[config.mk]
export PLATFORM = sky130hd
export DESIGN_NAME = xnor_pattern_matcher_flat
export DESIGN_NICKNAME = d
export VERILOG_FILES = /design/src/rtl/xnor_pattern_matcher_pkg.sv /design/src/rtl/xnor_pattern_matcher_if.sv /design/src/rtl/xnor_pattern_matcher_xnor_vec.sv /design/src/rtl/xnor_pattern_matcher.sv /design/src/flat_wrapper.sv
export SDC_FILE = /design/constraint.sdc
export NUM_CORES = 1
export LEC_CHECK = 0
export ABC_AREA = 0
export CELL_PAD_IN_SITES_DETAIL_PLACEMENT = 1
export CELL_PAD_IN_SITES_GLOBAL_PLACEMENT = 2
export CORE_MARGIN = 2
export CORE_UTILIZATION = 29
export DETAILED_ROUTE_END_ITERATION = 12
export PLACE_DENSITY = 0.89
export SLEW_MARGIN = 25
export SYNTH_ARGS = -nofsm -noshare
export SYNTH_HDL_FRONTEND = slang
export SYNTH_SLANG_ARGS = --single-unit
[constraint.sdc]
create_clock -name clk -period 2.44 [get_ports clk]
set_clock_uncertainty 0.2 [all_clocks]
set_input_delay 0.244 -clock clk [delete_from_list [all_inputs] [get_ports clk]]
set_output_delay 0.244 -clock clk [all_outputs]
set_load 0.02 [all_outputs]
[src/rtl/xnor_pattern_matcher_pkg.sv]
// Shared constants and types for the masked XNOR pattern matcher.
// Default widths, the reset value of the compare mask and the run-counter operation encoding.
package xnor_pattern_matcher_pkg;

    localparam int DEFAULT_WIDTH = 8;
    localparam int DEFAULT_CNT_W = 4;

    // After reset every bit is compared, so an unprogrammed matcher looks for an all-zero word.
    localparam logic RESET_MASK_BIT = 1'b1;

    typedef enum logic [1:0] {
        RUN_HOLD  = 2'd0,
        RUN_INC   = 2'd1,
        RUN_CLEAR = 2'd2
    } run_op_e;

    // Returns the next value of a saturating counter that is held at all ones.
    function automatic logic [DEFAULT_CNT_W-1:0] sat_inc_default(input logic [DEFAULT_CNT_W-1:0] cnt);
        logic [DEFAULT_CNT_W-1:0] res;
        if (cnt == {DEFAULT_CNT_W{1'b1}}) begin
            res = cnt;
        end else begin
            res = cnt + {{(DEFAULT_CNT_W-1){1'b0}}, 1'b1};
        end
        return res;
    endfunction

endpackage

[src/rtl/xnor_pattern_matcher_if.sv]
// Configuration, data-in and result signals of the pattern matcher.
// The master drives pattern/threshold/data; the slave (the matcher) drives the results.
interface xnor_pattern_matcher_if
    import xnor_pattern_matcher_pkg::*;
#(
    parameter int WIDTH = DEFAULT_WIDTH,
    parameter int CNT_W = DEFAULT_CNT_W
) ();

    logic             load_pattern;
    logic [WIDTH-1:0] pattern_in;
    logic [WIDTH-1:0] mask_in;
    logic [CNT_W-1:0] threshold;
    logic             in_valid;
    logic [WIDTH-1:0] in_data;
    logic [WIDTH-1:0] match_bits;
    logic             match_valid;
    logic             match;
    logic [CNT_W-1:0] run_count;
    logic             detect;

    modport master (
        output load_pattern, pattern_in, mask_in, threshold, in_valid, in_data,
        input  match_bits, match_valid, match, run_count, detect
    );

    modport slave (
        input  load_pattern, pattern_in, mask_in, threshold, in_valid, in_data,
        output match_bits, match_valid, match, run_count, detect
    );

endinterface

[src/rtl/xnor_pattern_matcher_xnor_vec.sv]
// WIDTH-bit bitwise XNOR built from and/or/not gate primitives, one gate-level XNOR per bit.
// y[i] = (a[i] & b[i]) | (~a[i] & ~b[i]).
module xnor_vec #(
    parameter int WIDTH = 8
) (
    input  wire [WIDTH-1:0] a,
    input  wire [WIDTH-1:0] b,
    output wire [WIDTH-1:0] y
);

    genvar i;
    generate
        for (i = 0; i < WIDTH; i = i + 1) begin : g_bit
            wire a_n_s;
            wire b_n_s;
            wire both_one_s;
            wire both_zero_s;

            not u_not_a    (a_n_s, a[i]);
            not u_not_b    (b_n_s, b[i]);
            and u_and_one  (both_one_s, a[i], b[i]);
            and u_and_zero (both_zero_s, a_n_s, b_n_s);
            or  u_or_y     (y[i], both_one_s, both_zero_s);
        end
    endgenerate

endmodule

[src/rtl/xnor_pattern_matcher.sv]
// Two-stage masked pattern matcher: stage 1 registers the per-bit compare vector,
// stage 2 tracks the run of fully matching words and pulses detect at the threshold.
module xnor_pattern_matcher
    import xnor_pattern_matcher_pkg::*;
#(
    parameter int WIDTH = DEFAULT_WIDTH,
    parameter int CNT_W = DEFAULT_CNT_W
) (
    input  logic                   clk,
    input  logic                   reset_n,
    xnor_pattern_matcher_if.slave  bus
);

    localparam logic [CNT_W-1:0] CNT_ZERO = {CNT_W{1'b0}};
    localparam logic [CNT_W-1:0] CNT_ONE  = {{(CNT_W-1){1'b0}}, 1'b1};
    localparam logic [CNT_W-1:0] CNT_MAX  = {CNT_W{1'b1}};
    localparam logic [WIDTH-1:0] MASK_RST = {WIDTH{RESET_MASK_BIT}};

    logic [WIDTH-1:0] pattern_q, pattern_d;
    logic [WIDTH-1:0] mask_q, mask_d;
    logic [WIDTH-1:0] match_bits_q, match_bits_d;
    logic             match_valid_q, match_valid_d;
    logic             match_q, match_d;
    logic [CNT_W-1:0] run_count_q, run_count_d;
    logic             detect_q, detect_d;
    logic             armed_q, armed_d;

    logic [WIDTH-1:0] xnor_s;
    run_op_e          run_op_s;

    xnor_vec #(.WIDTH(WIDTH)) u_xnor_vec (
        .a (bus.in_data),
        .b (pattern_q),
        .y (xnor_s)
    );

    // Pattern/mask registers; a word sampled on the load edge still sees the old values.
    always_comb begin
        pattern_d = pattern_q;
        mask_d    = mask_q;
        if (bus.load_pattern) begin
            pattern_d = bus.pattern_in;
            mask_d    = bus.mask_in;
        end else begin
            pattern_d = pattern_q;
            mask_d    = mask_q;
        end
    end

    // Stage 1: masked per-bit compare; the vector holds across invalid cycles.
    always_comb begin
        match_bits_d  = match_bits_q;
        match_valid_d = bus.in_valid;
        if (bus.in_valid) begin
            match_bits_d = xnor_s | ~mask_q;
        end else begin
            match_bits_d = match_bits_q;
        end
    end

    // Stage 2 decision: invalid gaps hold the run rather than breaking it.
    always_comb begin
        run_op_s = RUN_HOLD;
        match_d  = match_q;
        if (match_valid_q) begin
            match_d = &match_bits_q;
            if (&match_bits_q) begin
                run_op_s = RUN_INC;
            end else begin
                run_op_s = RUN_CLEAR;
            end
        end else begin
            run_op_s = RUN_HOLD;
            match_d  = match_q;
        end
    end

    // Run counter and detect; a pattern load restarts the run and suppresses detect.
    always_comb begin
        run_count_d = run_count_q;
        case (run_op_s)
            RUN_INC:   run_count_d = (run_count_q == CNT_MAX) ? run_count_q : run_count_q + CNT_ONE;
            RUN_CLEAR: run_count_d = CNT_ZERO;
            RUN_HOLD:  run_count_d = run_count_q;
            default:   run_count_d = CNT_ZERO;
        endcase
        if (bus.load_pattern) begin
            run_count_d = CNT_ZERO;
        end else begin
            run_count_d = run_count_d;
        end

        // Fire only on the transition into the threshold, once per run.
        detect_d = match_valid_q && !bus.load_pattern && armed_q &&
                   (bus.threshold != CNT_ZERO) &&
                   (run_count_d == bus.threshold) &&
                   (run_count_q != bus.threshold);

        if (run_count_d == CNT_ZERO) begin
            armed_d = 1'b1;
        end else if (detect_d) begin
            armed_d = 1'b0;
        end else begin
            armed_d = armed_q;
        end
    end

    // State registers with asynchronous active-low reset.
    always_ff @(posedge clk or negedge reset_n) begin
        if (!reset_n) begin
            pattern_q     <= {WIDTH{1'b0}};
            mask_q        <= MASK_RST;
            match_bits_q  <= {WIDTH{1'b0}};
            match_valid_q <= 1'b0;
            match_q       <= 1'b0;
            run_count_q   <= CNT_ZERO;
            detect_q      <= 1'b0;
            armed_q       <= 1'b1;
        end else begin
            pattern_q     <= pattern_d;
            mask_q        <= mask_d;
            match_bits_q  <= match_bits_d;
            match_valid_q <= match_valid_d;
            match_q       <= match_d;
            run_count_q   <= run_count_d;
            detect_q      <= detect_d;
            armed_q       <= armed_d;
        end
    end

    assign bus.match_bits  = match_bits_q;
    assign bus.match_valid = match_valid_q;
    assign bus.match       = match_q;
    assign bus.run_count   = run_count_q;
    assign bus.detect      = detect_q;

endmodule

[src/flat_wrapper.sv]
// flat-port wrapper written by rule: the top's interface ports become plain ports
module xnor_pattern_matcher_flat import xnor_pattern_matcher_pkg::*;
#(
    parameter int WIDTH = DEFAULT_WIDTH,
    parameter int CNT_W = DEFAULT_CNT_W
)
  (clk, reset_n, bus_load_pattern, bus_pattern_in, bus_mask_in, bus_threshold, bus_in_valid, bus_in_data, bus_match_bits, bus_match_valid, bus_match, bus_run_count, bus_detect);
  xnor_pattern_matcher_if #(.WIDTH(WIDTH), .CNT_W(CNT_W)) bus_i ();
  input  logic clk;
  input  logic reset_n;
  input wire logic [$bits(bus_i.load_pattern)-1:0] bus_load_pattern;
  input wire logic [$bits(bus_i.pattern_in)-1:0] bus_pattern_in;
  input wire logic [$bits(bus_i.mask_in)-1:0] bus_mask_in;
  input wire logic [$bits(bus_i.threshold)-1:0] bus_threshold;
  input wire logic [$bits(bus_i.in_valid)-1:0] bus_in_valid;
  input wire logic [$bits(bus_i.in_data)-1:0] bus_in_data;
  output wire logic [$bits(bus_i.match_bits)-1:0] bus_match_bits;
  output wire logic [$bits(bus_i.match_valid)-1:0] bus_match_valid;
  output wire logic [$bits(bus_i.match)-1:0] bus_match;
  output wire logic [$bits(bus_i.run_count)-1:0] bus_run_count;
  output wire logic [$bits(bus_i.detect)-1:0] bus_detect;
  assign bus_i.load_pattern = bus_load_pattern;
  assign bus_i.pattern_in = bus_pattern_in;
  assign bus_i.mask_in = bus_mask_in;
  assign bus_i.threshold = bus_threshold;
  assign bus_i.in_valid = bus_in_valid;
  assign bus_i.in_data = bus_in_data;
  assign bus_match_bits = bus_i.match_bits;
  assign bus_match_valid = bus_i.match_valid;
  assign bus_match = bus_i.match;
  assign bus_run_count = bus_i.run_count;
  assign bus_detect = bus_i.detect;
  xnor_pattern_matcher #(.WIDTH(WIDTH), .CNT_W(CNT_W)) u_core (.clk(clk), .reset_n(reset_n), .bus(bus_i));
endmodule
==> impl_metrics.py, run 1 <==
metrics = {
    "timing": {
        "worst_pin_slew_ns": 0.5742,
        "relSlewSlack_pct": 61.60,
        "max_clock_freq_mhz": 444.8,
        "slew_violations": 0,
        "rsz0062_at_grt": "false",
        "setup_viol": 0,
        "finalHoldViolations": 0,
        "period_needed_ns": 2.248,
        "timing.final.crit_share_pct": 92.14,
    },
    "floorplan": {
        "die_y_um": 77.32,
        "dieArea_um2": 5978,
        "start_util_pct": 30.33,
        "placeableCoreArea_um2": 5140,
        "rows": 26,
        "die_w_um": 77.32,
        "io_pins": 47,
    },
    "pwr": {
        "swShare_pct": 26.11,
        "power_frac_comb_pct": 22.6,
        "irDropWorstVdd_mv": 0.4614,
        "seqPwrFrac_pct": 48.9,
        "powerDensity_nw_per_um2": 569.4,
        "p_sw_uw": 335.0,
        "p_clk_share_pct": 28.5,
        "internal_power_uw": 948.0,
        "power_uw": 1283,
        "leakage_uw": 0.0009136,
    },
    "clock_network": {
        "cts_tree": "built",
        "htree_levels": 2,
        "cts_made_buffers": 5,
        "hold_buffers": 0,
        "cts_sinks": 32,
        "cts_buffer_depth": 2,
        "cts-root-buf": "clkbuf_8",
        "postCtsSetupRepairBufs": 0,
        "clock_latency_ns": 0.28,
        "clk_pin_slew_ns": 0.06,
        "cts.repair.resized": 0,
    },
    "placement": {
        "place_congestion": 0.7538,
        "hpwl_um": 2841,
        "dpl-instance-area_um2": 2177,
        "port_buffers": 46,
    },
    "final_layout": {
        "final_layout_size_suffix_gt1_share_pct": 23.23,
        "final_common_cell": "clkdlybuf4s50_1",
        "final_area_um2": 2253,
        "final_cell_mix": "clkdlybuf4s50_1, dfrtp_1, mux2_2",
        "syn2layout_area_growth_pct": 44.54,
        "fin_nets": 231,
        "diodes": 0,
    },
    "yosys": {
        "synth_enable_flop_cells": 0,
        "synth_seq_cells": 32,
        "ys_warn_count": 0,
        "synth_ff_type": "dfrtp_1",
        "synthArstFlopShare_pct": 100.0,
        "ys_types": 34,
        "synth_cells": 138,
        "ys_seq_area_share_pct": 52.09,
        "synth_nets": 171,
        "syn_area_um2": 1559,
        "synth_area_per_cell_um2": 11.30,
    },
    "worst_setup_path": {
        "worst-setup-path-type": "flip-flop to flip-flop",
        "required_ns": 2.43,
        "rr_worst_depth": 7,
        "crit_arrival_ns": 2.24,
        "end_kind": "flip-flop",
        "cp-start-kind": "flip-flop",
        "path_max_fanout": 5,
        "r2r_slack_ns": 0.19,
        "r2r_end": "u_core.armed_q",
        "r2r-start": "u_core.bus.run_count[1]",
    },
    "status": {
        "status": "complete, no violations",
    },
    "drt": {
        "drc": 0,
        "drt_first_pass_iters": 4,
        "wl_per_cell_um": 13.89,
        "ant_nets": 0,
        "first_iter_violations": 31,
        "wl_um": 3722,
        "vias": 1275,
        "viasPerCell": 4.757,
    },
    "global_route": {
        "antenna_found_initial": 0,
        "grt_pass1_vias": 1377,
        "grtUsageTotal_pct": 14.00,
        "grt-ovfl-total": 0,
        "grt_max_degree": 33,
        "grt_first_pass_wirelength_um": 6548,
    },
    "min_path": {
        "hold_path.class": "primary input to asynchronous set/reset pin",
    },
    "run": {
        "cap_violations": 0,
    },
}
==> Yosys cell counts (4+ instances only) <==
cell / n / area share (%)
dfstp_2: 9 / 15
mux2_2: 18 / 13
xor2_1: 8 / 4.5
dfrtp_1: 23 / 37
clkbuf_1: 4 / 0.96
a31oi_1: 10 / 4.0
inv_1: 4 / 0.96
nor2_1: 13 / 3.1
a21oi_1: 5 / 1.6
nand2_1: 4 / 0.96
nor2b_1: 7 / 2.8
==> state kept, by name, indices dropped and copies added, names as in the netlist <==
name,flops
u_core.bus.match_bits,8
u_core.mask_q,8
u_core.pattern_q,8
u_core.bus.run_count,4
u_core.armed_q,1
u_core.bus.detect,1
u_core.bus.match,1
u_core.bus.match_valid,1
==> cells by family (layout without fill, tap and decap cells) <==
group | after synthesis | in the layout | share of synthesized area (%)
XOR/XNOR | 10 | 10 | 5.618
multiplexers | 19 | 19 | 13.64
AND/OR/NAND/NOR | 40 | 40 | 14.05
AO/OA/AOI/OAI | 27 | 27 | 11.56
buffers and inverters | 9 | 69 | 2.246
adder cells (fa/ha/maj) | 1 | 1 | 0.8024
flip-flops | 32 | 32 | 52.09
==> worst max path at each step <==
stage / start / end / slack (ns) / depth (start not counted)
global placement: bus_threshold[0] / u_core.armed_q / 0.01 / 7
floorplan: u_core.bus.run_count[0] / u_core.armed_q / 0.14 / 7
CTS: u_core.bus.run_count[1] / u_core.armed_q / 0.19 / 7
detailed placement: bus_threshold[0] / u_core.armed_q / -0.001 / 7
finish: u_core.bus.run_count[1] / u_core.armed_q / 0.19 / 7
global route: u_core.bus.run_count[1] / u_core.armed_q / 0.05 / 8
==> critical path, cell delays in order (launching register included) <==
cell and delay (ns):
dfrtp_1 0.42, buf_4 0.17, nand2b_1 0.07, a21oi_1 0.05
or4_1 0.51, a211o_1 0.28, nor4_2 0.30, o32ai_1 0.15
==> power by group through the flow <==
stage | Sequential, uW | Combinational, uW | Clock (uW)
finish | 628 | 290 | 365
global route | 636 | 319 | 409
CTS | 629 | 296 | 388
detailed placement | 638 | 294 | 0
global placement | 635 | 289 | 0
floorplan | 660 | 108 | 0
==> layer usage <==
metal	wire length, um	up-vias	track usage [%]	part of all wire [%]
li1	-	615	-	-
met1	1614	618	16.46	43
met2	1758	37	22.26	47
met3	282	5	5.765	7.6
met4	66	0	6.429	1.8
met5	0	-	0	0
==> through the flow <==
stage	util, %	TNS (ns)	instances	worst slack, ns	hold WS [ns]
after CTS	43.84	0	268	0.1897	0.1780
after global routing	43.84	0	268	0.05115	0.2146
final	43.84	0	268	0.1918	0.1738
after global placement	42.36	0	261	0.01322	0.2650
after floorplan	-	0	138	0.1384	-0.2516
after detailed placement	42.36	-0.001331	261	-0.001331	0.2808
==> area by class of cell <==
cell class,count,area (um^2)
Clock buffer,7,76.32
Sequential cell,32,812.0
Multi-Input combinational cell,97,711.9
Fill cell,598,2887
Tap cell,70,87.58
Inverter,4,15.01
Timing Repair Buffer,58,550.5
(Power assumes the default switching activity.)
==> run 2: changes to the inputs <==
- CORE_ASPECT_RATIO: default -> 0.5
==> run 2 against run 1 <==
- design area hardly changed
- worst setup slack worse by 0.037 ns
- power is 3.5% higher
- critical path depth stayed put
- clock power is 13% higher
- sequential cell count stayed put
- die area is 0.59% higher
- via count stayed put
- global-route usage is 0.22 points higher
- worst hold slack better by 0.0073 ns
- register-to-register slack worse by 0.04 ns
- critical path type unchanged
- critical endpoint unchanged
==> impl_metrics.py, run 2 (same netlist as run 1, synthesis figures left out) <==
metrics = {
    "status": {
        "status": "complete, no violations",
    },
    "clock_network": {
        "hold_buffers": 0,
        "cts_tree": "built",
        "postCtsSetupRepairBufs": 0,
        "htree_levels": 2,
        "clock_latency_ns": 0.28,
        "cts_sinks": 32,
        "clk_pin_slew_ns": 0.06,
        "cts_made_buffers": 5,
        "cts_buffer_depth": 2,
        "cts-root-buf": "clkbuf_8",
        "cts.repair.resized": 0,
    },
    "global_route": {
        "grt_max_degree": 33,
        "grt_first_pass_wirelength_um": 6679,
        "grt_pass1_vias": 1390,
        "grtUsageTotal_pct": 14.22,
        "antenna_found_initial": 0,
        "grt-ovfl-total": 0,
    },
    "worst_setup_path": {
        "critical_path.slowest_cell": "or4_1",
        "max_stage_delay_ns": 0.52,
        "worst_path_dominant_cell_family": "simple AND/OR/NAND/NOR gates",
        "crit_arrival_ns": 2.28,
        "crit_chain": "buf_4 > nand2b_1 > a21oi_1 > or4_1 > a211o_1 > nor4_2 > o32ai_1",
        "cp-start-kind": "flip-flop",
        "worst-setup-path-type": "flip-flop to flip-flop",
        "required_ns": 2.44,
        "crit_start": "u_core.bus.run_count[0]",
        "r2r-start": "u_core.bus.run_count[0]",
        "cp_num_buf_inv": 1,
        "end_kind": "flip-flop",
        "path_max_fanout": 7,
    },
    "pwr": {
        "leakage_uw": 0.0009099,
        "irDropWorstVdd_mv": 0.1952,
        "powerDensity_nw_per_um2": 589.4,
    },
    "final_layout": {
        "final_common_cell": "clkdlybuf4s50_1",
        "fillers": 579,
        "diodes": 0,
        "final_area_um2": 2252,
        "syn2layout_area_growth_pct": 44.46,
        "fin_nets": 229,
        "final_layout_size_suffix_gt1_share_pct": 22.84,
        "seqCellArea_um2": 812.0,
        "final_cell_mix": "clkdlybuf4s50_1, dfrtp_1, mux2_2",
        "multiInputGateArea_um2": 711.9,
    },
    "timing": {
        "finalHoldViolations": 0,
        "worst_pin_slew_ns": 0.5835,
        "max_clock_freq_mhz": 437.6,
        "post-route-worst-setup-slack_ns": 0.1547,
        "setup_viol": 0,
        "slew_violations": 0,
        "period_needed_ns": 2.285,
        "timing.final.crit_share_pct": 93.66,
        "rsz0062_at_grt": "false",
        "relSlewSlack_pct": 60.98,
        "whs_ns": 0.1810,
    },
    "drt": {
        "wl_um": 3851,
        "drc": 0,
        "drt_first_pass_iters": 4,
        "wl_per_cell_um": 14.42,
        "ant_nets": 0,
        "vias": 1275,
        "viasPerCell": 4.775,
        "first_iter_violations": 27,
    },
    "placement": {
        "place_ws_ns": -0.02315,
        "hpwl_um": 2897,
        "place_congestion": 0.8377,
        "port_buffers": 46,
        "dpl-instance-area_um2": 2162,
    },
    "floorplan": {
        "dieArea_um2": 6014,
        "start_util_pct": 30.90,
        "die_y_um": 55.85,
        "die_w_um": 107.7,
        "placeableCoreArea_um2": 5045,
        "rows": 18,
        "io_pins": 47,
    },
    "run": {
        "cap_violations": 0,
    },
    "min_path": {
        "hold_path.class": "primary input to asynchronous set/reset pin",
    },
}
## run 2: changes by cell type in the layout (fill, tap and decap cells not counted), sizes merged
cell,previous run,this run
clkbuf,7,8
buf,12,10
## run 2: final timing paths
check / end / slack, ns / cells after the start
max: u_core.armed_q / 0.15 / 7
min: u_core.pattern_q[0] / 0.18 / 2
max reg2reg: u_core.armed_q / 0.15 / 7
min reg2reg: u_core.armed_q / 0.28 / 2
max in group asynchronous: u_core.mask_q[7] / 1.53 / 2
min in group clk: u_core.armed_q / 0.28 / 2
## run 2: final cells by class
| type | count | share of cell area (%) |
|---|---|---|
| well taps | 70 | 3.889 |
| repair buffers | 56 | 23.78 |
| multi-input cells | 97 | 31.61 |
| inverters | 4 | 0.6667 |
| clock buffers | 8 | 4.000 |
| flip-flops and latches | 32 | 36.06 |
## run 2: worst reg2reg max path, stage by stage, from the launching register on
cell and delay [ns]:
dfrtp_1 0.41, buf_4 0.17, nand2b_1 0.09, a21oi_1 0.07, or4_1 0.52, a211o_1 0.29, nor4_2 0.32, o32ai_1 0.14
## run 2: layer usage
layer,vias to the layer above,GRT usage (%),routed length [um]
li1,618,-,-
met1,624,18.39,1830
met2,27,23.00,1814
met3,6,3.513,154
met4,0,5.495,52
met5,-,0,0
## run 2: report_power, final
part | total, uW | leakage (uW) | switching, uW | internal [uW]
clock network | 411 | 0.0000455 | 181 | 230
logic | 288 | 0.000501 | 129 | 159
registers | 629 | 0.000364 | 37.1 | 592
## run 2: metrics by stage
| stage | total power (uW) | std cells | util [%] | setup TNS, ns |
|---|---|---|---|---|
| after floorplan | 767.9 | 138 | - | 0 |
| after global placement | 920.7 | 259 | 42.86 | -0.007607 |
| after detailed placement | 930.3 | 259 | 42.86 | -0.02315 |
| after CTS | 1347 | 267 | 44.64 | 0 |
| after global routing | 1404 | 267 | 44.64 | 0 |
| final | 1327 | 267 | 44.64 | 0 |
==> run 3: changes to the inputs <==
- ABC_CLOCK_PERIOD_IN_PS: default -> 2440
==> results of run 3 <==
Same layout as run 2: the final DEF is identical, and so are final timing and power.
